$ cat src/rtl/fft_sample_collector.sv
// Serial-to-parallel frame collector for the FFT input stage: valid/ready beats are
// steered into N_POINTS slot registers. Define FFT_BITREV_EN for bit-reversed slot order.

module fft_sample_slot #(
    parameter int DATA_WIDTH = 8
) (
    input  logic                  clk,
    input  logic                  rst,
    input  logic                  we_i,
    input  logic [DATA_WIDTH-1:0] d_i,
    output logic [DATA_WIDTH-1:0] q_o
);
    logic [DATA_WIDTH-1:0] slot_q;

    always_ff @(posedge clk or posedge rst) begin
        if (rst)       slot_q <= '0;
        else if (we_i) slot_q <= d_i;
    end

    assign q_o = slot_q;
endmodule

module fft_sample_collector #(
    parameter int DATA_WIDTH = 8,
    parameter int N_POINTS   = 16,
    parameter int IDX_W      = $clog2(N_POINTS)
) (
    input  logic                           clk,
    input  logic                           rst,
    input  logic                           s_valid,
    output logic                           s_ready,
    input  logic [DATA_WIDTH-1:0]          s_data,
    input  logic                           frame_abort,
    output logic                           frame_valid,
    input  logic                           frame_ready,
    output logic [N_POINTS*DATA_WIDTH-1:0] frame_data,
    output logic [IDX_W-1:0]               wr_idx
);
    typedef enum logic {FILL, HOLD} state_e;

    state_e                state_q;
    logic                  s_ready_q;
    logic                  frame_valid_q;
    logic [IDX_W-1:0]      wr_idx_q;
    logic [IDX_W-1:0]      wr_idx_d;
    logic [IDX_W-1:0]      slot_addr;
    logic                  accept;
    logic [N_POINTS-1:0]   slot_we;

    function automatic logic [IDX_W-1:0] slot_of(input logic [IDX_W-1:0] k);
        logic [IDX_W-1:0] r;
`ifdef FFT_BITREV_EN
        for (int b = 0; b < IDX_W; b++) r[b] = k[IDX_W-1-b];
`else
        r = k;
`endif
        return r;
    endfunction

    // Abort takes priority over a concurrent beat; s_ready stays high but the beat is dropped.
    assign accept    = s_valid && s_ready_q && !frame_abort;
    assign slot_addr = slot_of(wr_idx_q);
    assign wr_idx_d  = wr_idx_q + IDX_W'(1);

    always_comb begin
        slot_we = '0;
        for (int i = 0; i < N_POINTS; i++)
            slot_we[i] = accept && (slot_addr == IDX_W'(i));
    end

    always_ff @(posedge clk or posedge rst) begin
        if (rst) begin
            state_q       <= FILL;
            s_ready_q     <= 1'b1;
            frame_valid_q <= 1'b0;
            wr_idx_q      <= '0;
        end else begin
            case (state_q)
                FILL: begin
                    if (frame_abort) begin
                        wr_idx_q <= '0;
                    end else if (s_valid) begin
                        if (wr_idx_q == IDX_W'(N_POINTS-1)) begin
                            wr_idx_q      <= '0;
                            state_q       <= HOLD;
                            s_ready_q     <= 1'b0;
                            frame_valid_q <= 1'b1;
                        end else begin
                            wr_idx_q <= wr_idx_d;
                        end
                    end
                end
                HOLD: begin
                    if (frame_ready) begin
                        state_q       <= FILL;
                        s_ready_q     <= 1'b1;
                        frame_valid_q <= 1'b0;
                    end
                end
                default: begin
                    state_q       <= FILL;
                    s_ready_q     <= 1'b1;
                    frame_valid_q <= 1'b0;
                end
            endcase
        end
    end

    for (genvar i = 0; i < N_POINTS; i++) begin : g_slot
        fft_sample_slot #(.DATA_WIDTH(DATA_WIDTH)) u_slot (
            .clk  (clk),
            .rst  (rst),
            .we_i (slot_we[i]),
            .d_i  (s_data),
            .q_o  (frame_data[i*DATA_WIDTH +: DATA_WIDTH])
        );
    end

    assign s_ready     = s_ready_q;
    assign frame_valid = frame_valid_q;
    assign wr_idx      = wr_idx_q;
endmodule

$ cat config.mk
export PLATFORM = sky130hd
export DESIGN_NAME = fft_sample_collector
export DESIGN_NICKNAME = d
export VERILOG_FILES = /design/src/rtl/fft_sample_collector.sv
export SDC_FILE = /design/constraint.sdc
export NUM_CORES = 1
export LEC_CHECK = 0
export BUFFER_PORTS_ARGS = -buffer_cell sky130_fd_sc_hd__buf_2
export CORE_MARGIN = 3
export CORE_UTILIZATION = 40
export CTS_CLUSTER_SIZE = 20
export DETAILED_ROUTE_END_ITERATION = 10
export PLACE_DENSITY = 0.72
export SLEW_MARGIN = 5
export SYNTH_ARGS = -nofsm -noshare
export SYNTH_HDL_FRONTEND = slang
export SYNTH_SLANG_ARGS = --single-unit
$ cat constraint.sdc
create_clock -name clk -period 5.3 [get_ports clk]
set_input_delay 0.53 -clock clk [delete_from_list [all_inputs] [get_ports clk]]
set_output_delay 0.53 -clock clk [all_outputs]
set_load 0.03 [all_outputs]
======== Word level (Yosys, flattened, before mapping) ========
Index checks and enable logic that the tools add are counted.
operators by class
  add/sub/neg operators ................... 1
  $mul .................................... 0
  divide/modulo/power cells ............... 0
  $lt $le $gt $ge ......................... 0
  eq/ne operators ......................... 19
  shifts and indexed selects .............. 0
  mux-type cells .......................... 18
  bitwise gates (word level) .............. 1
  reduce and logical (&&, ||, !) cells .... 23
operators with widths
  cell                                            number
  == test 4 bit (second input constant)           8
  logical AND 1 bit                               18
  == test 4 x 3 -> 1 bit (second input constant)  4
  two-way mux 1 bit                               12
  two-way mux 4 bit                               3
  == test 4 x 2 -> 1 bit (second input constant)  2
  inequality test 2 bit (second input constant)   4
  one-hot mux 1 bit (2 select lines)              3
  adder 4 x 1 -> 4 bit (second input constant)    1
  == test 4 x 1 -> 1 bit (second input constant)  1
  logical NOT 4 bit                               1
  AND reduction 4 bit                             1
  AND reduction 2 bit                             1
  nonzero test 2 bit                              1
  logical NOT 1 bit                               1
  NOT 1 bit                                       1
word-level totals
  flip-flop bits (word level) ............. 135
  bits in latches ......................... 0
  RAM bits ................................ 0
  bits in read-only memories .............. 0
  input port bits ......................... 13
  output and inout port bits .............. 134
  word-level logic and storage cells ...... 82
  memories ................................ 0

======== Depth between registers and ports, before layout ========
  depth in word-level cells ............... 5
  gate-level depth with buffers ........... 6
  mapped depth without buffers ............ 5

======== Modules after synthesis ========
From an unflattened synthesis, not the netlist that was laid out.
unflattened totals
  cells, all modules ...................... 352
  area, all modules ....................... 5883.1 um^2
modules (own cells, without submodules)
  module                instances  cells each  area each (um^2)
  fft_sample_slot       16         18          335.3
  fft_sample_collector  1          64          518.0

======== Least setup slack after synthesis ========
OpenSTA, ideal clock, no wires.
  kind .................................... register to register
  start point ............................. register wr_idx_q[0], in the netlist wr_idx[0]
  end point ............................... register g_slot[1].u_slot.slot_q[0]
  library setup time ...................... 0.125 ns
  arrival time ............................ 1.764 ns
  path slack .............................. 3.411 ns
  stages on the path, launching flop included .. 6
  buffers on the path ..................... 1
  period minus slack after synthesis ...... 1.889 ns
  cells stage by stage .................... dfrtp_1 ha_1 nand4b_4 or3_1 buf_6 mux2_4
on the way
  cells in the longest elaborated chain, start to end .. 2
RTL lines
  what                      line  source
  start: declaration        44    logic [IDX_W-1:0] wr_idx_q;
  start signal: assignment  89    wr_idx_q <= wr_idx_d;
  == test 4 x 1 -> 1 bit    68    slot_we[i] = accept && (slot_addr == IDX_W'(i));
  logical AND 1 bit         68
  end signal: assignment    17    else if (we_i) slot_q <= d_i;
  end: declaration          13    logic [DATA_WIDTH-1:0] slot_q;
No other way between the ends.
A chain may end at the register's enable or synchronous reset.

======== Final worst setup path ========
  start point ............................. register wr_idx_q[1], in the netlist wr_idx[1]
  end point ............................... register g_slot[1].u_slot.slot_q[2]
The elaborated chain is that of the path after synthesis.

==> results by group <==
Outcome
  • Status: finished, final reports clean

Cells and area
  • Diode count: 0
  • Commonest non-fill, non-tap cells in the layout: buf_2, dfrtp_1, mux2_2
  • Fillers: 1071
  • Area Overhead vs Synth: 29.01%
  • Share of layout cells above drive strength 1: 0.6526
  • Design Area, Final: between 0.006 and 0.007 mm^2
  • Commonest non-fill, non-tap cell in the layout: buf_2
  • Layout Utilization: 0.5372
  • Layout Nets: ~500

Power and ir drop
  • Psw: approximately 730 uW
  • Seq pwr share: 0.406
  • Combinational share of power: 0.134
  • Sw Ratio: 0.2571
  • Clock share of power: 0.460
  • Design Power: roughly 2800 uW
  • Power Dens Cells: about 410 mW/mm^2
  • Leakage: about 0.0038 uW
  • Max rail drop VDD: 0.2408 mV
  • Pint: 2105 uW

Critical path
  • RR Endpoint: g_slot[1].u_slot.q_o[2]
  • Worst path top cell family by delay: simple AND/OR/NAND/NOR gates
  • Worst r2r src: wr_idx[1]
  • Critical path class: register to register
  • Critical path's largest stage delay: 570 ps
  • CP Cell Sequence: inv_1 -> ha_1 -> nand4b_4 -> or3_1 -> mux2_4
  • Arr. time, crit path: about 2300 ps
  • R2R depth: 5
  • R2R setup slack: between 3000 and 4000 ps
  • Crit-path max FO: 8
  • CP bufs+invs: 1
  • Req. time, crit path: roughly 5600 ps
  • Worst Setup End Kind: register
  • Slowest-stage cell, CP: or3_1
  • CP Launch Type: register

Global routing
  • Antenna violations before repair: 0
  • Vias in the first global route: approximately 3500
  • First-pass GRT wire length: 20100 um
  • Largest net degree at the start of global routing: roughly 80
  • GRT overflow: 0
  • Tot GR Track Use: 0.1844

STA
  • Final Cycle Share: 0.3796
  • Max Clk Rate: 497.1 MHz
  • Max-slew headroom: 0.5279
  • Setup violators final: 0
  • Tmin final: around 2000 ps
  • Final Hold Viols: 0
  • Worst-Margin Slew: 708.2 ps
  • Skew final: ~6.4 ps
  • Total negative slack: 0 ps
  • Setup WS post-layout: 3288 ps
  • Slew Limit Fails: 0
  • Unrepaired setup endpoints after global routing: no

Clocking
  • H-tree depth: 4
  • Post-CTS Setup Bufs: 0
  • Clock buffer depth: 2
  • Cells resized by post-CTS repair: 0
  • CTS Buf Count: 17
  • Hold Buf Count CTS: 0
  • Root Driver: clkbuf_16
  • CTS tree: done
  • Worst-Skew Late Latency: 420 ps
  • Sink Count: about 140
  • CTS clock-pin slew for the worst setup and hold paths: ~60 ps

Placement
  • Setup WS pre-CTS: between 3000 and 4000 ps
  • Port Buffers: 146
  • Placement Cell Area: 0.006252 mm^2
  • DP Wirelength: between 8000 and 9000 um
  • RD Place Congestion: roughly 0.8

Floorplan
  • Die area: 0.01483 mm^2
  • Die W: 121.8 um
  • Die Y: about 120 um
  • Starting Density: 0.4164
  • Total core area: about 0.013 mm^2
  • # rows: 41
  • IO Pins: between 100 and 150

Logic synthesis
  • Synth Warn #: 0
  • Post-Syn Instances: around 330
  • Top_reg_cell synth: dfrtp_1
  • Netlist cell types: 30
  • Mapped cell area: ~0.0054 mm^2
  • EDFF count, synth: 0
  • Synth async-reset ratio: 1.000
  • Synth Net Count: 350
  • Register area share after synthesis: 0.6303
  • Yosys reg bits: between 100 and 150
  • Avg Cell Area, Syn: ~16 um^2

Drt
  • Residual DRC: 0
  • First drt pass iteration count: 4
  • DRT iter0 DRCs: 115
  • Routed vias/inst: ~4.9
  • Vias: between 3000 and 4000
  • Routed Wire Length: between 10000 and 15000 um
  • WL per Instance: approximately 20 um
  • DRT antenna net count: 0

Flow run
  • Max-cap viol count: 0

Worst hold path
  • Worst hold path type: input port to asynchronous set/reset pin
## stage by stage
| step | instances | hold WS [ps] |
|---|---|---|
| final | 670 | 231.2 |
| after global routing | 670 | 274.7 |
| after CTS | 670 | 258.2 |
| after detailed placement | 638 | 476.3 |
| after global placement | 638 | 470.3 |
| after floorplan | 333 | 637.3 |
## worst max-delay path by stage
stage                      startpoint                 endpoint  depth (start not counted)
after global routing        wr_idx[1]  g_slot[1].u_slot.q_o[7]                          5
final                       wr_idx[1]  g_slot[1].u_slot.q_o[2]                          5
after detailed placement  frame_abort  g_slot[4].u_slot.q_o[3]                          4
after global placement    frame_abort  g_slot[4].u_slot.q_o[4]                          4
after floorplan                   rst              frame_valid                          1
after CTS                   wr_idx[1]  g_slot[1].u_slot.q_o[2]                          5
## power groups by stage
stage / Combinational (uW) / Sequential [uW] / Clock, uW
6_report: 380 / 1150 / 1300
5_1_grt: 402 / 1160 / 1370
4_1_cts: 388 / 1150 / 1330
3_5_place_dp: 386 / 1170 / 0
3_3_place_gp: 381 / 1160 / 0
2_1_floorplan: 112 / 1310 / 0
## cells by family (layout without fill, tap and decap cells)
family,count (synthesis),count (layout),share of synthesized area
AOI/OAI and AO/OA,9,9,0.009568
adders and majority gates,4,4,0.009335
buffers and inverters,18,183,0.01540
DFF,135,135,0.6303
muxes,128,128,0.2744
and+or+nand+nor,39,39,0.06091
## registers in the layout, summed over array words and instances, names as in the netlist
| register | cells |
|---|---|
| state_q | 1 |
| g_slot.u_slot.q_o | 128 |
| frame_valid | 1 |
| s_ready | 1 |
| wr_idx | 4 |
## final cells by class
cell class,instances,area [um^2],area share
clock inverters,11,193.9,0.02804
repair buffers,147,738.2,0.1067
multi-input cells,180,1899,0.2746
flip-flops and latches,135,3379,0.4886
inverters,4,20.02,0.002894
clock buffers,21,470.5,0.06802
well taps,172,215.2,0.03111
## per-layer routing
metal / wire, um / GRT usage / share of wire
met5: 0 / 0 / 0
met4: 118 / 0.05672 / 0.0090
met3: 931 / 0.06407 / 0.071
met2: 6290 / 0.2973 / 0.48
met1: 5769 / 0.2356 / 0.44
## worst register-to-register path: stages, from the launching register on
cell	delay [ps]
dfrtp_1	440
inv_1	120
ha_1	210
nand4b_4	180
or3_1	570
mux2_4	380
## synth_stat cells (2+ instances only)
| library cell | instances | area (um^2) |
|---|---|---|
| nand2_1 | 10 | 37.54 |
| mux2_2 | 119 | 1340 |
| nand3b_2 | 2 | 22.52 |
| nand3_1 | 2 | 10.01 |
| mux2_4 | 8 | 120.1 |
| ha_1 | 4 | 50.05 |
| dfrtp_1 | 134 | 3353 |
| nand2b_1 | 2 | 12.51 |
| nor3b_4 | 4 | 75.07 |
| buf_2 | 3 | 15.01 |
| nand4b_4 | 2 | 47.55 |
| o21ai_0 | 6 | 30.03 |
| inv_1 | 4 | 15.01 |
| nor2_2 | 8 | 50.05 |
| clkbuf_1 | 9 | 33.78 |
| or3_1 | 2 | 12.51 |
No activity file was read; power rests on OpenSTA's default activity.
